`src/rtl/div_pkg.sv`:
```
// Shared parameters and state encoding for the restoring divider control and its Q stage.
package div_pkg;

  parameter int unsigned WIDTH      = 4;
  parameter int unsigned ITERATIONS = 4;
  parameter int unsigned CNT_W      = $clog2(ITERATIONS);

  localparam logic [CNT_W-1:0] LAST_ITER = CNT_W'(ITERATIONS - 1);

  typedef enum logic [2:0] {
    StIdle,
    StLoad,
    StShift,
    StSub,
    StQset,
    StDone
  } div_state_e;

endpackage

```
`src/rtl/div_addsub.sv`:
```
// Partial-remainder adder/subtractor: res = a -/+ {0, m}, wrapping modulo 2^(WIDTH+1).
module div_addsub
  import div_pkg::*;
(
  input  logic [WIDTH:0]   a,
  input  logic [WIDTH-1:0] m,
  input  logic             sub,
  output logic [WIDTH:0]   res
);

  logic [WIDTH:0] m_ext;

  always_comb begin
    m_ext = {1'b0, m};
    res   = sub ? (a - m_ext) : (a + m_ext);
  end

endmodule

```
`src/rtl/restoring_div_ctrl.sv`:
```
// Control FSM and A/M datapath of a restoring divider driving an external Q shift register.
module restoring_div_ctrl
  import div_pkg::*;
(
  input  logic             clk,
  input  logic             rst,
  input  logic             start,
  input  logic [WIDTH-1:0] dividend,
  input  logic [WIDTH-1:0] divisor,
  input  logic [WIDTH-1:0] q_cur,
  output logic             q_load,
  output logic [WIDTH-1:0] q_load_data,
  output logic             shift_left_enable_q,
  output logic             a_sign,
  output logic             busy,
  output logic             done,
  output logic [WIDTH-1:0] remainder,
  output logic             dz_err
);

  div_state_e       state_q, state_d;
  logic [WIDTH:0]   a_q, a_d;
  logic [WIDTH-1:0] m_q, m_d;
  logic [WIDTH-1:0] qld_q, qld_d;
  logic [WIDTH-1:0] rem_q, rem_d;
  logic [CNT_W-1:0] cnt_q, cnt_d;
  logic             dz_q, dz_d;

  logic             addsub_sub;
  logic [WIDTH:0]   addsub_res;

  // SUB subtracts; QSET reuses the same unit to add M back when A went negative.
  div_addsub u_addsub (
    .a   (a_q),
    .m   (m_q),
    .sub (addsub_sub),
    .res (addsub_res)
  );

  always_ff @(posedge clk) begin
    if (rst) begin
      state_q <= StIdle;
      a_q     <= '0;
      m_q     <= '0;
      qld_q   <= '0;
      rem_q   <= '0;
      cnt_q   <= '0;
      dz_q    <= 1'b0;
    end else begin
      state_q <= state_d;
      a_q     <= a_d;
      m_q     <= m_d;
      qld_q   <= qld_d;
      rem_q   <= rem_d;
      cnt_q   <= cnt_d;
      dz_q    <= dz_d;
    end
  end

  always_comb begin
    state_d             = state_q;
    a_d                 = a_q;
    m_d                 = m_q;
    qld_d               = qld_q;
    rem_d               = rem_q;
    cnt_d               = cnt_q;
    dz_d                = dz_q;
    addsub_sub          = (state_q == StSub);
    q_load              = 1'b0;
    shift_left_enable_q = 1'b0;
    a_sign              = 1'b0;
    busy                = 1'b0;
    done                = 1'b0;

    unique case (state_q)
      StIdle: begin
        if (start) begin
          if (divisor != '0) begin
            m_d     = divisor;
            qld_d   = dividend;
            a_d     = '0;
            dz_d    = 1'b0;
            rem_d   = '0;
            state_d = StLoad;
          end else begin
            // Divide by zero skips the datapath entirely; Q is left untouched.
            dz_d    = 1'b1;
            rem_d   = dividend;
            state_d = StDone;
          end
        end
      end
      StLoad: begin
        busy    = 1'b1;
        q_load  = 1'b1;
        cnt_d   = '0;
        state_d = StShift;
      end
      StShift: begin
        busy    = 1'b1;
        a_d     = {a_q[WIDTH-1:0], q_cur[WIDTH-1]};
        state_d = StSub;
      end
      StSub: begin
        busy    = 1'b1;
        a_d     = addsub_res;
        state_d = StQset;
      end
      StQset: begin
        busy                = 1'b1;
        shift_left_enable_q = 1'b1;
        a_sign              = a_q[WIDTH];
        if (a_q[WIDTH]) begin
          a_d = addsub_res;
        end
        cnt_d = cnt_q + CNT_W'(1);
        if (cnt_q == LAST_ITER) begin
          rem_d   = a_d[WIDTH-1:0];
          state_d = StDone;
        end else begin
          state_d = StShift;
        end
      end
      StDone: begin
        done    = 1'b1;
        state_d = StIdle;
      end
      default: state_d = StIdle;
    endcase
  end

  assign q_load_data = qld_q;
  assign remainder   = rem_q;
  assign dz_err      = dz_q;

endmodule

```
`config.mk`:
```
export PLATFORM = sky130hd
export DESIGN_NAME = restoring_div_ctrl
export DESIGN_NICKNAME = d
export VERILOG_FILES = /design/src/rtl/div_pkg.sv /design/src/rtl/div_addsub.sv /design/src/rtl/restoring_div_ctrl.sv
export SDC_FILE = /design/constraint.sdc
export NUM_CORES = 1
export LEC_CHECK = 0
export ABC_AREA = 1
export CAP_MARGIN = 20
export CORE_MARGIN = 3
export CORE_UTILIZATION = 55
export CTS_BUF_LIST = sky130_fd_sc_hd__clkbuf_8 sky130_fd_sc_hd__clkbuf_16
export CTS_CLUSTER_SIZE = 30
export DETAILED_ROUTE_END_ITERATION = 8
export PLACE_DENSITY = 0.81
export SYNTH_ARGS = -nofsm -noshare
export SYNTH_HDL_FRONTEND = slang
export SYNTH_SLANG_ARGS = --single-unit
```
`constraint.sdc`:
```
create_clock -name clk -period 4.27 [get_ports clk]
set_input_delay 0.6405 -clock clk [delete_from_list [all_inputs] [get_ports clk]]
set_output_delay 0.6405 -clock clk [all_outputs]
set_load 0.005 [all_outputs]
```
==> results of run 1 <==
critical path, delay by kind of cell, from the launching register on:
| family | cells | cell delay [ps] |
|---|---|---|
| DFF | 1 | 420 |
| buffers and inverters | 4 | 690 |
| and+or+nand+nor | 4 | 490 |
through the flow:
stage,setup WS [ps],power (uW),utilization,area [um^2],hold slack (ps)
floorplan,2350,575,-,1460,432
global placement,2110,692,0.688,1720,454
detailed placement,2070,697,0.688,1720,467
CTS,1760,833,0.706,1760,481
global route,1610,906,0.706,1760,509
finish,1760,830,0.706,1760,479
cells by family (layout without fill, tap and decap cells):
group,count (synthesis),after routing
AOI/OAI and AO/OA,46,46
xor gates and xnor gates,2,2
adders and majority gates,7,7
buffers and inverters,47,72
DFF,23,23
and+or+nand+nor,91,91
layer usage:
metal	track usage	part of all wire	up-vias
li1	-	-	730
met1	0.279	0.49	595
met2	0.345	0.43	35
met3	0.0520	0.062	7
met4	0.0795	0.018	0
met5	0	0	-
how the worst max path moves through the flow:
| stage | from | end | depth (start not counted) |
|---|---|---|---|
| 2_1_floorplan | state_q[2] | a_q[2] | 14 |
| 3_3_place_gp | state_q[0] | busy | 8 |
| 3_5_place_dp | state_q[2] | a_q[1] | 10 |
| 4_1_cts | state_q[0] | busy | 8 |
| 5_1_grt | state_q[0] | busy | 8 |
| 6_report | state_q[0] | busy | 8 |
where the power goes:
part           total (uW)  internal, uW  switching [uW]
Clock                 135          64.3            70.6
Combinational         410           178             233
Sequential            285           254            30.7
Total                 830           496             334
sequential cells by signal, indices dropped and copies added, names as in the netlist:
name and count:
cnt_q 2, dz_err 1, m_q 4, state_q 3, remainder 4, q_load_data 4, a_q 5
layout make-up:
| type | instances | area (um^2) | share of cell area |
|---|---|---|---|
| Multi-Input combinational cell | 146 | 802 | 0.455 |
| Sequential cell | 23 | 460 | 0.261 |
| Inverter | 43 | 169 | 0.0957 |
| Tap cell | 30 | 37.5 | 0.0213 |
| Clock buffer | 3 | 41.3 | 0.0234 |
| Clock inverter | 1 | 3.75 | 0.00213 |
| Timing Repair Buffer | 25 | 250 | 0.142 |
cell usage after synthesis, types with 2 or more instances:
cell	number
inv_4	3
inv_1	36
dfxtp_1	23
nor2_4	5
nand3_1	11
nor2_1	22
xor2_1	2
a21oi_1	18
ha_1	6
buf_2	2
o21ai_1	9
nand2_4	3
inv_2	4
nand2_1	45
nand3_2	2
o21ai_0	13
==> out/results.ini, run 1 <==
[worst_setup_path]
cpPeakStageDelay_ps=490
regToRegStartpoint=state_q[1]
crit_arrival_ps=1870
ff2ff_path_depth=9
cp-end-kind=output pin
crit_top_cell=inv_1
crit_required_ps=3630
r2r_slack_ps=1990
cp_slowest_cell=clkdlybuf4s50_1
crit_chain=inv_1 -> or2_1 -> nor2_2 -> inv_1 -> nand2_1 -> inv_1 -> nand2_1 -> clkdlybuf4s50_1
crit_path_max_fanout=3
rr_endpoint=a_q[1]
start_kind=flop
worstSetupPathType=reg2out

[clocking]
cts_tree=built
cts_hold_buffers=0
clkTransAtPathRegs_ps=80
cts_buffers=3
post_cts_buffers=0
clock-sinks=23
clk_path_buf_depth=2
htree_levels=1
cts_root_buf=clkbuf_8
insertion_delay_ps=270
ctsResizeCount=0

[timing]
maxSlewViolCount=0
period_needed_ps=2510
finalCritPeriodShare=0.587
skew_ps=6.19
worst_pin_slew_ps=403
rsz0062_at_grt=false
fmax_ghz=0.399
finalSetupTns_ps=0
hold_viol_final=0
relSlewSlack=0.731
finalSetupViolCount=0

[synth]
yosys_warnings=0
yosys_most_used_dff=dfxtp_1
synth_edf_count=0
syn_inst=216
synthSimpleGateAreaFrac=0.299
synth_compound_area_frac=0.174
synth.distinct_cells=28
async_flop_share=0
synth_top_area_share=0.316
yosys-top-cells-area=dfxtp_1, nand2_1, inv_1
ys_ff_latch=23
syn_area_um2=1460
yosysTopAreaCell=dfxtp_1
syn_area_per_cell_um2=6.75
synthXorXnorAreaFrac=0.0120
syn_nets=238
synth_top_family_by_area=simple AND/OR/NAND/NOR gates
synthMuxAreaShare=0
yosysSeqAreaShare=0.316
synth_adder_area_share=0.0652

[global_routing]
grt_pass1_vias=1301
grtUsageTotal=0.215
grt_antenna_before_repair=0
grt_pass1_wl_um=5510
grt.overflow.total=0
grt_max_degree=16

[final_layout]
stdcell_count=271
mostFrequentLayoutCells=nand2_1, inv_1, clkdlybuf4s50_1, dfxtp_1, nor2_1
finalNetCount=264
syn_to_final_growth_pct=21.0
fillers=223
drive_above_1_share=0.0996
diodes=0
layout.cells.most_common=nand2_1

[min_path]
hp-class=reg2reg
min_from=cnt_q[1]
hold_end=cnt_q[1]
min_path_cells=2

[flow_run]
maxCapViolations=0

[floorplan]
core-area_um2=2500
die_area_um2=3300
fp-row-count=18
fp.dieH_um=57.5
dieWidth_um=57.5
io_pins=29
start_util=0.583

[route]
avgRoutedWirePerCell_um=11.4
first_pass_iters=4
drc=0
wl_um=3100
drt-initial-drc-count=44
vias=1367
postRouteAntennaNets=0
avgViaCountPerCell=5.04

[placed_design]
hpwl_um=2400
gp_congestion=0.838
numPlacedInstances=267
portBuffers=25

[power]
leakagePower_uw=0.000806
max-vdd-ir-drop_uv=346
power_density_nw_per_um2=470

[status]
status=finished, final reports clean

Power figures use the tool's default switching activity.
==> run 2, diff against run 1 <==
Settings changed: CORE_UTILIZATION 55 to 46, PLACE_DENSITY 0.81 to 0.72.
Clock period 4.27 ns to 2 ns, I/O delays scaled along.
==> run 2 against run 1 <==
  * Hold slack worse by 8.7 ps
  * Combinational power up 150%
  * Via count up 2.2%
  * Non-clock buffer count up 14
  * Worst setup slack worse by 1700 ps
  * Count of clock-buffer cells in the layout unchanged
  * Largest power group unchanged
  * First-iteration DRC count down 27%
  * Wire length up 10%
  * Highest routed layer unchanged
==> out/results.ini, run 2 (synthesis results as in run 1) <==
[route]
wl_um=3420  ; +10%
postRouteAntennaNets=0  ; unchanged
avgRoutedWirePerCell_um=11.5  ; +0.66%
drt-initial-drc-count=32  ; -27%
drc=0  ; unchanged
vias=1397  ; +2.2%
avgViaCountPerCell=4.70  ; -6.8%
first_pass_iters=4  ; unchanged

[timing]
fin_hold_ws_ps=471  ; -8.66 ps
finalCritPeriodShare=0.993
relSlewSlack=0.721  ; -0.0103
period_needed_ps=1990
fmax_ghz=0.504
hold_viol_final=0  ; unchanged
maxSlewViolCount=0  ; unchanged
finalSetupViolCount=0  ; unchanged
worst_pin_slew_ps=418  ; +15.5 ps
rsz0062_at_grt=true
skew_ps=5.95  ; -0.239 ps

[worst_setup_path]
worstSetupStartpoint=m_q[0]
crit_path_max_fanout=2  ; -1
regToRegStartpoint=m_q[0]
ff2ff_path_depth=10  ; +1
crit_required_ps=2160  ; -1470 ps
endpoint=remainder[1]
worstSetupPathType=reg2reg
crit_arrival_ps=2140  ; +270 ps
start_kind=flop
r2r_slack_ps=10  ; -1980 ps
cp-end-kind=flop
rr_endpoint=remainder[1]

[final_layout]
final_area_um2=1960  ; +11%
layout.cells.most_common=nand2_1
finalNetCount=278  ; +5.3%
largest_reg_flops=5  ; unchanged
seq_area_um2=467  ; +1.4%
stdcell_count=297  ; +9.6%
multi_input_area_um2=871  ; +8.6%
syn_to_final_growth_pct=34.3
diodes=0  ; unchanged
drive_above_1_share=0.224  ; +0.124
mostFrequentLayoutCells=nand2_1, inv_1, clkdlybuf4s50_1, nor2_1, dfxtp_1
regMostFlops=a_q
fillers=250  ; +12%

[clocking]
cts_hold_buffers=0  ; unchanged
clock-sinks=23  ; unchanged
clk_path_buf_depth=2  ; unchanged
clkTransAtPathRegs_ps=90  ; about the same
cts_buffers=3  ; unchanged
insertion_delay_ps=260  ; about the same
cts_tree=built
cts_root_buf=clkbuf_8
htree_levels=1  ; unchanged

[floorplan]
dieWidth_um=62.3  ; +8.4%
fp.dieH_um=62.3  ; +8.4%
start_util=0.507  ; -0.0763
core-area_um2=2880  ; +15%
io_pins=29  ; unchanged
die_area_um2=3880  ; +17%
fp-row-count=19  ; +1

[placed_design]
dpl_cell_area_um2=1810  ; +5.2%
portBuffers=25  ; unchanged
numPlacedInstances=289  ; +8.2%
gp_congestion=0.845  ; +0.87%
hpwl_um=2490  ; +4.0%

[flow_run]
maxCapViolations=0  ; unchanged

[power]
max-vdd-ir-drop_uv=566  ; +63%
power_density_nw_per_um2=974  ; +110%
leakagePower_uw=0.000890  ; +10%

[global_routing]
grt.overflow.total=0  ; unchanged
grt_antenna_before_repair=0  ; unchanged
grtUsageTotal=0.181  ; -0.0339
grt_pass1_wl_um=5770  ; +4.6%
grt_pass1_vias=1332  ; +2.4%
grt_max_degree=16  ; unchanged

[status]
status=finished, final reports clean

[min_path]
hp-class=reg2reg

## run 2: timing repair
| item | 4_1_cts | 5_1_grt |
|---|---|---|
| gates resized for setup | 4 | 21 |
| buffers inserted | 1 | 3 |
| pin swaps | 2 | 14 |
| endpoints found under the setup margin | 5 | 9 |
## run 2: critical path, cell delays in order, from the launching register on
cell	delay, ps
dfxtp_2	330
inv_1	60
ha_4	240
nand2_2	70
o21ai_2	70
fa_2	580
nand2_1	50
o211ai_1	160
o21ai_1	120
nor2_1	150
nor2_1	60
## run 2: how the worst min path moves through the flow
stage                         from       end  cells after the start
after floorplan           cnt_q[0]  cnt_q[0]                      1
after global placement    cnt_q[0]  cnt_q[0]                      1
after global routing      cnt_q[1]  cnt_q[1]                      2
after CTS                 cnt_q[0]  cnt_q[0]                      1
final                     cnt_q[0]  cnt_q[0]                      1
after detailed placement  cnt_q[1]  cnt_q[1]                      2
## run 2: layout make-up
| cell class | instances | area share |
|---|---|---|
| Clock inverter | 1 | 0.00192 |
| Multi-Input combinational cell | 146 | 0.445 |
| Tap cell | 42 | 0.0268 |
| Clock buffer | 3 | 0.0211 |
| Timing Repair Buffer | 39 | 0.180 |
| Inverter | 43 | 0.0875 |
| Sequential cell | 23 | 0.238 |
## run 2: power by group
part | total, uW | switching, uW | internal (uW)
Clock | 287 | 150 | 137
Sequential | 612 | 64.7 | 547
Combinational | 1010 | 550 | 459
## run 2: metrics by stage
step	setup slack, ps	utilization	TNS [ps]	total power [uW]
detailed placement	-41.6	0.629	-104	1540
CTS	7.78	0.646	0	1830
global route	-89.8	0.681	-305	2070
global placement	-32.1	0.629	-68.2	1530
floorplan	82.7	-	0	1230
finish	14.4	0.681	0	1910
## run 2: routing by layer
layer	routed length, um	track usage	vias to the layer above
li1	-	-	755
met1	1680	0.238	619
met2	1590	0.297	21
met3	128	0.0378	2
met4	25	0.0579	0
met5	0	0	-
